`config.mk`:
```
export PLATFORM = sky130hd
export DESIGN_NAME = tt_sweep_eval
export DESIGN_NICKNAME = d
export VERILOG_FILES = /design/src/rtl/tt_sweep_eval.sv
export SDC_FILE = /design/constraint.sdc
export NUM_CORES = 1
export LEC_CHECK = 0
export ABC_CLOCK_PERIOD_IN_PS = 7300
export CORE_ASPECT_RATIO = 0.8
export CORE_MARGIN = 2
export CORE_UTILIZATION = 35
export CTS_CLUSTER_DIAMETER = 150
export DETAILED_ROUTE_END_ITERATION = 8
export SYNTH_ARGS = -nofsm -noshare
export SYNTH_HDL_FRONTEND = slang
export SYNTH_SLANG_ARGS = --single-unit
```
`constraint.sdc`:
```
create_clock -name clk -period 7.3 [get_ports clk]
set_input_delay 1.825 -clock clk [delete_from_list [all_inputs] [get_ports clk]]
set_output_delay 1.825 -clock clk [all_outputs]
set_load 0.005 [all_outputs]
```
`src/rtl/tt_sweep_eval.sv`:
```
// -----------------------------------------------------------------------------
// tt_sweep_eval
// Loadable N_IN-input truth-table function with two ways to read it:
//   * a one-cycle registered single-vector evaluation port
//   * a sweep engine that walks all 2^N_IN input vectors in order, streams
//     each vector with its function value and counts the true minterms.
//
// Ports
//   clk        in   rising-edge clock
//   reset      in   asynchronous, active-high reset
//   tt_load    in   load tt_data into the table (accepted only when idle)
//   tt_data    in   new truth table, bit i = output for input vector i
//   start      in   request a sweep (accepted only when idle)
//   eval_en    in   single-vector evaluation request
//   eval_in    in   vector to evaluate
//   eval_out   out  registered function value for the last request
//   eval_valid out  eval_out was produced by a request on the previous edge
//   busy       out  sweep engine is in SWEEP or DONE
//   vec        out  current sweep vector (meaningful while s_valid)
//   s          out  function value for vec
//   s_valid    out  vec/s valid this cycle
//   ones_cnt   out  true minterms seen in the current/last sweep
//   done       out  one-cycle sweep-complete pulse
// -----------------------------------------------------------------------------
module tt_sweep_eval #(
    parameter int                    N_IN    = 4,
    parameter logic [(1<<N_IN)-1:0]  TT_INIT = 16'h7310
) (
    input  logic                    clk,
    input  logic                    reset,
    input  logic                    tt_load,
    input  logic [(1<<N_IN)-1:0]    tt_data,
    input  logic                    start,
    input  logic                    eval_en,
    input  logic [N_IN-1:0]         eval_in,
    output logic                    eval_out,
    output logic                    eval_valid,
    output logic                    busy,
    output logic [N_IN-1:0]         vec,
    output logic                    s,
    output logic                    s_valid,
    output logic [N_IN:0]           ones_cnt,
    output logic                    done
);

    localparam int              DEPTH    = 1 << N_IN;
    localparam int              CNT_W    = N_IN + 1;
    localparam logic [N_IN-1:0] VEC_LAST = {N_IN{1'b1}};
    localparam logic [N_IN-1:0] VEC_ONE  = N_IN'(1);

    typedef enum logic [1:0] {
        ST_IDLE  = 2'd0,
        ST_SWEEP = 2'd1,
        ST_DONE  = 2'd2
    } state_t;

    state_t               state_q, state_d;
    logic [DEPTH-1:0]     tt_q, tt_d;
    logic [N_IN-1:0]      vec_q, vec_d;
    logic [CNT_W-1:0]     ones_q, ones_d;
    logic                 eval_out_q, eval_out_d;
    logic                 eval_valid_q, eval_valid_d;
    logic                 s_cur;

    // Function value of the vector currently held in the sweep register.
    assign s_cur = tt_q[vec_q];

    // Sweep FSM next state, table load and minterm counting.
    always_comb begin
        state_d = state_q;
        tt_d    = tt_q;
        vec_d   = vec_q;
        ones_d  = ones_q;
        case (state_q)
            ST_IDLE: begin
                // A load and a start on the same edge are both taken, so the
                // sweep that follows reads the freshly loaded table.
                if (tt_load) begin
                    tt_d = tt_data;
                end else begin
                    tt_d = tt_q;
                end
                if (start) begin
                    state_d = ST_SWEEP;
                    vec_d   = '0;
                    ones_d  = '0;
                end else begin
                    state_d = ST_IDLE;
                end
            end
            ST_SWEEP: begin
                ones_d = ones_q + CNT_W'(s_cur);
                // Leave on the last vector so vec never wraps.
                if (vec_q == VEC_LAST) begin
                    state_d = ST_DONE;
                end else begin
                    vec_d = vec_q + VEC_ONE;
                end
            end
            ST_DONE: begin
                state_d = ST_IDLE;
            end
            default: begin
                state_d = ST_IDLE;
            end
        endcase
    end

    // Single-vector evaluation path, independent of the sweep state.
    always_comb begin
        eval_valid_d = eval_en;
        if (eval_en) begin
            eval_out_d = tt_q[eval_in];
        end else begin
            eval_out_d = eval_out_q;
        end
    end

    // State and datapath registers.
    always_ff @(posedge clk or posedge reset) begin
        if (reset) begin
            state_q      <= ST_IDLE;
            tt_q         <= TT_INIT;
            vec_q        <= '0;
            ones_q       <= '0;
            eval_out_q   <= 1'b0;
            eval_valid_q <= 1'b0;
        end else begin
            state_q      <= state_d;
            tt_q         <= tt_d;
            vec_q        <= vec_d;
            ones_q       <= ones_d;
            eval_out_q   <= eval_out_d;
            eval_valid_q <= eval_valid_d;
        end
    end

    // Outputs are decodes of registered state only.
    assign busy       = (state_q != ST_IDLE);
    assign s_valid    = (state_q == ST_SWEEP);
    assign done       = (state_q == ST_DONE);
    assign s          = s_valid & s_cur;
    assign vec        = vec_q;
    assign ones_cnt   = ones_q;
    assign eval_out   = eval_out_q;
    assign eval_valid = eval_valid_q;

endmodule

```
==> results.cfg, run 1 <==
[setup_path]
required_ns = 5.48
reg2reg_from = vec[0]$_DFFE_PP0P_
rrSetupSlack_ns = 4.77
startpoint_type = flop
setup.worst_path.end_class = primary output
critPathArrivalTime_ns = 2.31
r2r_cells = 8
critPathMaxFanout = 8
r2r-end = ones_cnt[2]$_DFFE_PP0P_
path_class = reg -> out

[yosys]
yosysWarnings = 0
syn_avg_cell_area_sq_um = 14.0
syn_nets = 135
synth_edf_count = 0
ys_seq_elements = 29
syn_inst = 107
syn_area_sq_um = 1500
synthArstFlopShare_pct = 100
synth_cell_types = 32
synth_ff_type = dfrtp_1
synth-seq-area-share_pct = 48.9

[grt]
grt_pass1_wl_mm = 5.19
grt_overflow = 0
grt_pass1_vias = 1023
antenna_found_initial = 0
grt_max_degree = 30
gr-usage-all-layers_pct = 13.9

[floorplanning]
rows = 21
die_width_um = 77.2
io_pins = 40
start_util_pct = 36.1
core_sq_um = 4150
dieArea_sq_um = 4830
fp.dieH_um = 62.6

[finish]
drive_gt1_share_pct = 23.3
fill_cells = 395
final_cell_mix = clkdlybuf4s50_1, dfrtp_1, mux2_2, mux4_1, nand3_1
layout_commonest_cell = clkdlybuf4s50_1
area_growth_pct = 34.2
post-route-util_pct = 48.5
multi_input_area_sq_um = 717
design_area_sq_um = 2010
diodes = 0
layout.nets = 177
regArea_sq_um = 733

[run]
max_cap_viol_count = 0

[placement]
port_buffers = 39
dpl_cell_area_sq_um = 1930
gp_congestion = 0.760
dpl.hpwl_mm = 2.32

[routing]
drt-total-wl_mm = 3.07
viasPerCell = 5.03
drt_iter0_markers = 61
wire_per_inst_um = 14.8
dr.pass1.iters = 4
ant_nets = 0
drc = 0
dr_total_vias = 1041

[timing]
rsz0062_at_grt = false
final.setup.tns_ns = 0
finalMaxSlewViolations = 0
finClkSkew_ns = 0.00409
tightest_slew_ns = 1.12
layout_min_cycle_time_ns = 4.14
finalCritPeriodShare_pct = 56.6
max_freq_mhz = 242
hold_viol_final = 0
setup_viol = 0
slew_headroom_pct = 25.5

[clock_tree]
clock_path_buffers = 2
clk-insertion-delay-late_ns = 0.28
cts_buffers = 5
cts_tree = built
cts-root-buf = clkbuf_8
h-tree-depth = 2
cts_resized = 0
ctsHoldBuffers = 0
cts_setup_buffers = 0
clock_sinks = 29
clk_pin_slew_worst_paths_ns = 0.07

[power_and_ir_drop]
internal_power_w = 0.000556
seq_power_share_pct = 40.3
power.switching_w = 0.000270
p_clk_share_pct = 15.4
power_density_nw_per_um2 = 410
switching_share_pct = 32.7
ir_worst_vdd_uv = 148
p_leak_nw = 0.844
p_comb_share_pct = 44.3

[worst_hold_path]
hold_path_end = ones_cnt[4]$_DFFE_PP0P_
whs_path_depth = 1
hold_path.class = reg -> reg
min_from = ones_cnt[4]$_DFFE_PP0P_

[outcome]
status = finished, final reports clean
[routing by layer]
metal | routed length [um] | up-vias | GRT usage, %
met5 | 0 | - | 0
met4 | 34 | 0 | 5.36
met3 | 204 | 5 | 4.77
met2 | 1370 | 38 | 19.9
met1 | 1460 | 508 | 19.4
li1 | - | 490 | -
[flip-flops by register name (all words and copies together) (netlist names)]
name,flops
state_q,2
tt_q,16
ones_cnt,5
eval_valid,1
eval_out,1
vec,4
[power groups by stage]
stage	Clock (W)	Sequential [W]	Combinational (W)
floorplan	0	0.000301	0.000261
global route	0.000138	0.000347	0.000402
global placement	0	0.000330	0.000362
detailed placement	0	0.000336	0.000372
finish	0.000127	0.000333	0.000366
CTS	0.000131	0.000333	0.000373
[worst max-delay path, stage by stage, from the launching register on]
cell and delay, ns:
dfrtp_1 0.53, mux4_2 0.54, and2_4 0.17, a211oi_2 0.24, a211oi_1 0.10, clkdlybuf4s50_1 0.47
[layout make-up]
class | count | area share, %
Timing Repair Buffer | 39 | 19.4
Sequential cell | 29 | 36.4
Tap cell | 57 | 3.54
Clock buffer | 6 | 3.60
Inverter | 5 | 0.932
Clock inverter | 2 | 0.497
Multi-Input combinational cell | 69 | 35.6
[cell families (layout without fill, tap and decap cells)]
| group | Yosys count | in the layout | share of synthesized area (%) |
|---|---|---|---|
| xor gates and xnor gates | 2 | 2 | 1.17 |
| AOI/OAI and AO/OA | 14 | 14 | 6.59 |
| muxes | 30 | 30 | 30.2 |
| adders and majority gates | 3 | 3 | 2.50 |
| DFF | 29 | 29 | 48.9 |
| buffers and inverters | 9 | 52 | 3.33 |
| and+or+nand+nor | 20 | 20 | 7.34 |
[metrics by stage]
stage / hold WS [ns] / total power, W / cells / worst slack (ns)
after global routing: 0.496 / 0.000888 / 207 / 2.99
after global placement: 0.462 / 0.000692 / 199 / 3.52
after floorplan: 0.464 / 0.000562 / 107 / 4.04
after CTS: 0.480 / 0.000837 / 207 / 3.13
after detailed placement: 0.468 / 0.000708 / 199 / 3.43
final: 0.479 / 0.000826 / 207 / 3.16
[worst max path at each step]
| stage | from | end | slack, ns | depth (start not counted) |
|---|---|---|---|---|
| after CTS | vec[0]$_DFFE_PP0P_ | s | 3.13 | 5 |
| final | vec[0]$_DFFE_PP0P_ | s | 3.16 | 5 |
| after global placement | vec[0]$_DFFE_PP0P_ | s | 3.52 | 5 |
| after detailed placement | vec[0]$_DFFE_PP0P_ | s | 3.43 | 5 |
| after floorplan | vec[0]$_DFFE_PP0P_ | s | 4.04 | 5 |
| after global routing | vec[0]$_DFFE_PP0P_ | s | 2.99 | 5 |
[synth_stat cells (2+ instances only)]
| cell type | n | share of area [%] |
|---|---|---|
| dfrtp_1 | 23 | 38 |
| mux2_2 | 15 | 11 |
| mux4_1 | 7 | 12 |
| nand3_1 | 7 | 2.3 |
| dfstp_2 | 6 | 11 |
| inv_1 | 4 | 1.0 |
| mux2i_1 | 4 | 2.7 |
| a21oi_1 | 3 | 1.0 |
| a22o_1 | 3 | 1.8 |
| ha_1 | 3 | 2.5 |
| nand4_1 | 3 | 1.3 |
| nor2_1 | 3 | 0.75 |
| and2_1 | 2 | 0.83 |
| buf_6 | 2 | 1.5 |
| mux2_1 | 2 | 1.5 |
| o21ai_0 | 2 | 0.67 |
| o21ai_1 | 2 | 0.67 |
| xor2_1 | 2 | 1.2 |
Note: power is estimated with default switching activity, not from simulation.
==> inputs of run 2 (changes only) <==
ABC_CLOCK_PERIOD_IN_PS = 3600   (was 7300)
clock period = 3.6 ns   (was 7.3 ns; I/O delays follow)
==> results.cfg, run 2 (same netlist as run 1, synthesis figures left out) <==
[timing]
worst_slack_ns = 0.370
finalCritPeriodShare_pct = 89.7
hold_viol_final = 0
layout_min_cycle_time_ns = 3.23
finClkSkew_ns = 0.00643
tightest_slew_ns = 0.974
finalMaxSlewViolations = 0
final.setup.tns_ns = 0
setup_viol = 0
max_freq_mhz = 310
rsz0062_at_grt = false
slew_headroom_pct = 35.0

[placement]
port_buffers = 39
dpl.hpwl_mm = 2.32
place_ws_ns = 0.681
gp_congestion = 0.763
dpl.cell_count = 201

[floorplanning]
start_util_pct = 36.1
dieArea_sq_um = 4830
fp.dieH_um = 62.6
die_width_um = 77.2
rows = 21
io_pins = 40
core_sq_um = 4150

[finish]
fill_cells = 394
layout.nets = 179
final_cell_mix = clkdlybuf4s50_1, dfrtp_1, mux2_2
largest_reg_flops = 16
layoutNonFillerInstCount = 209
drive_gt1_share_pct = 25.0
diodes = 0
regMostFlops = tt_q
layout_commonest_cell = clkdlybuf4s50_1
area_growth_pct = 36.4

[power_and_ir_drop]
seq_power_share_pct = 39.1
p_clk_share_pct = 17.2
switching_share_pct = 31.7
ir_worst_vdd_uv = 323
internal_power_w = 0.00117
power_density_nw_per_um2 = 835
p_comb_share_pct = 43.7
power.switching_w = 0.000542
p_leak_nw = 0.863

[setup_path]
critPathArrivalTime_ns = 2.33
critPathMaxFanout = 8
startpoint_type = flop
crit_chain = mux4_2, and2_4, a211oi_2, a211oi_1, clkdlybuf4s50_1
cp_top_family = multiplexers
crit_slowest_cell = mux4_2
setup.worst_path.end_class = primary output
critPathBufInv = 1
cpPeakStageDelay_ns = 0.54
path_class = reg -> out
required_ns = 2.70

[routing]
dr_total_vias = 1031
drt-total-wl_mm = 3.00
drc = 0
dr.pass1.iters = 4
drt_iter0_markers = 61
ant_nets = 0
wire_per_inst_um = 14.4
viasPerCell = 4.93

[clock_tree]
cts_tree = built
clock_sinks = 29
clk-insertion-delay-late_ns = 0.28
cts-root-buf = clkbuf_8
ctsHoldBuffers = 0
h-tree-depth = 2
cts_setup_buffers = 0
clk_pin_slew_worst_paths_ns = 0.07
cts_buffers = 5
cts_resized = 0
clock_path_buffers = 2

[grt]
grt_max_degree = 27
gr-usage-all-layers_pct = 13.8
grt_pass1_wl_mm = 5.13
grt_pass1_vias = 1041
antenna_found_initial = 0
grt_overflow = 0

[worst_hold_path]
hold_path.class = reg -> reg

[outcome]
status = finished, final reports clean

[run]
max_cap_viol_count = 0
## run 2: layer usage
metal / vias up / global-route usage (%) / share of wire [%]
met2: 37 / 20.0 / 44
met3: 7 / 4.62 / 6.6
met1: 492 / 18.3 / 47
met5: - / 0 / 0
met4: 0 / 7.37 / 2.0
li1: 495 / - / -
## run 2: power by group through the flow
stage	logic, W	registers [W]	clock network (W)
after floorplan	0.000529	0.000610	0
after global placement	0.000736	0.000669	0
after detailed placement	0.000757	0.000674	0
after CTS	0.000758	0.000670	0.000303
after global routing	0.000816	0.000695	0.000318
final	0.000747	0.000669	0.000294
## run 2: path summary, 6_finish.rpt
kind,cells past startpoint,startpoint,to,slack [ns]
setup / recovery,5,vec[0]$_DFFE_PP0P_,s,0.37
hold / removal,1,ones_cnt[4]$_DFFE_PP0P_,ones_cnt[4]$_DFFE_PP0P_,0.48
setup reg to reg,8,vec[0]$_DFFE_PP0P_,ones_cnt[2]$_DFFE_PP0P_,1.07
hold reg to reg,1,ones_cnt[4]$_DFFE_PP0P_,ones_cnt[4]$_DFFE_PP0P_,0.48
max in group asynchronous,3,reset,tt_q[12]$_DFFE_PP1P_,1.76
min in group asynchronous,2,reset,vec[1]$_DFFE_PP0P_,1.14
## run 2: layout make-up
class | count | area [sq um] | share of cell area, %
Multi-Input combinational cell | 69 | 717 | 35.0
Sequential cell | 29 | 733 | 35.8
Tap cell | 57 | 71.3 | 3.48
Clock buffer | 7 | 96.3 | 4.71
Clock inverter | 1 | 5.00 | 0.244
Timing Repair Buffer | 41 | 405 | 19.8
Inverter | 5 | 18.8 | 0.917
## run 2: stage by stage
stage / hold slack, ns / utilization, % / cell area [sq um] / total power, W
2_1_floorplan: 0.464 / - / 1500 / 0.00114
3_3_place_gp: 0.462 / 46.9 / 1950 / 0.00141
3_5_place_dp: 0.474 / 46.9 / 1950 / 0.00143
4_1_cts: 0.483 / 49.3 / 2050 / 0.00173
5_1_grt: 0.502 / 49.3 / 2050 / 0.00183
6_report: 0.477 / 49.3 / 2050 / 0.00171
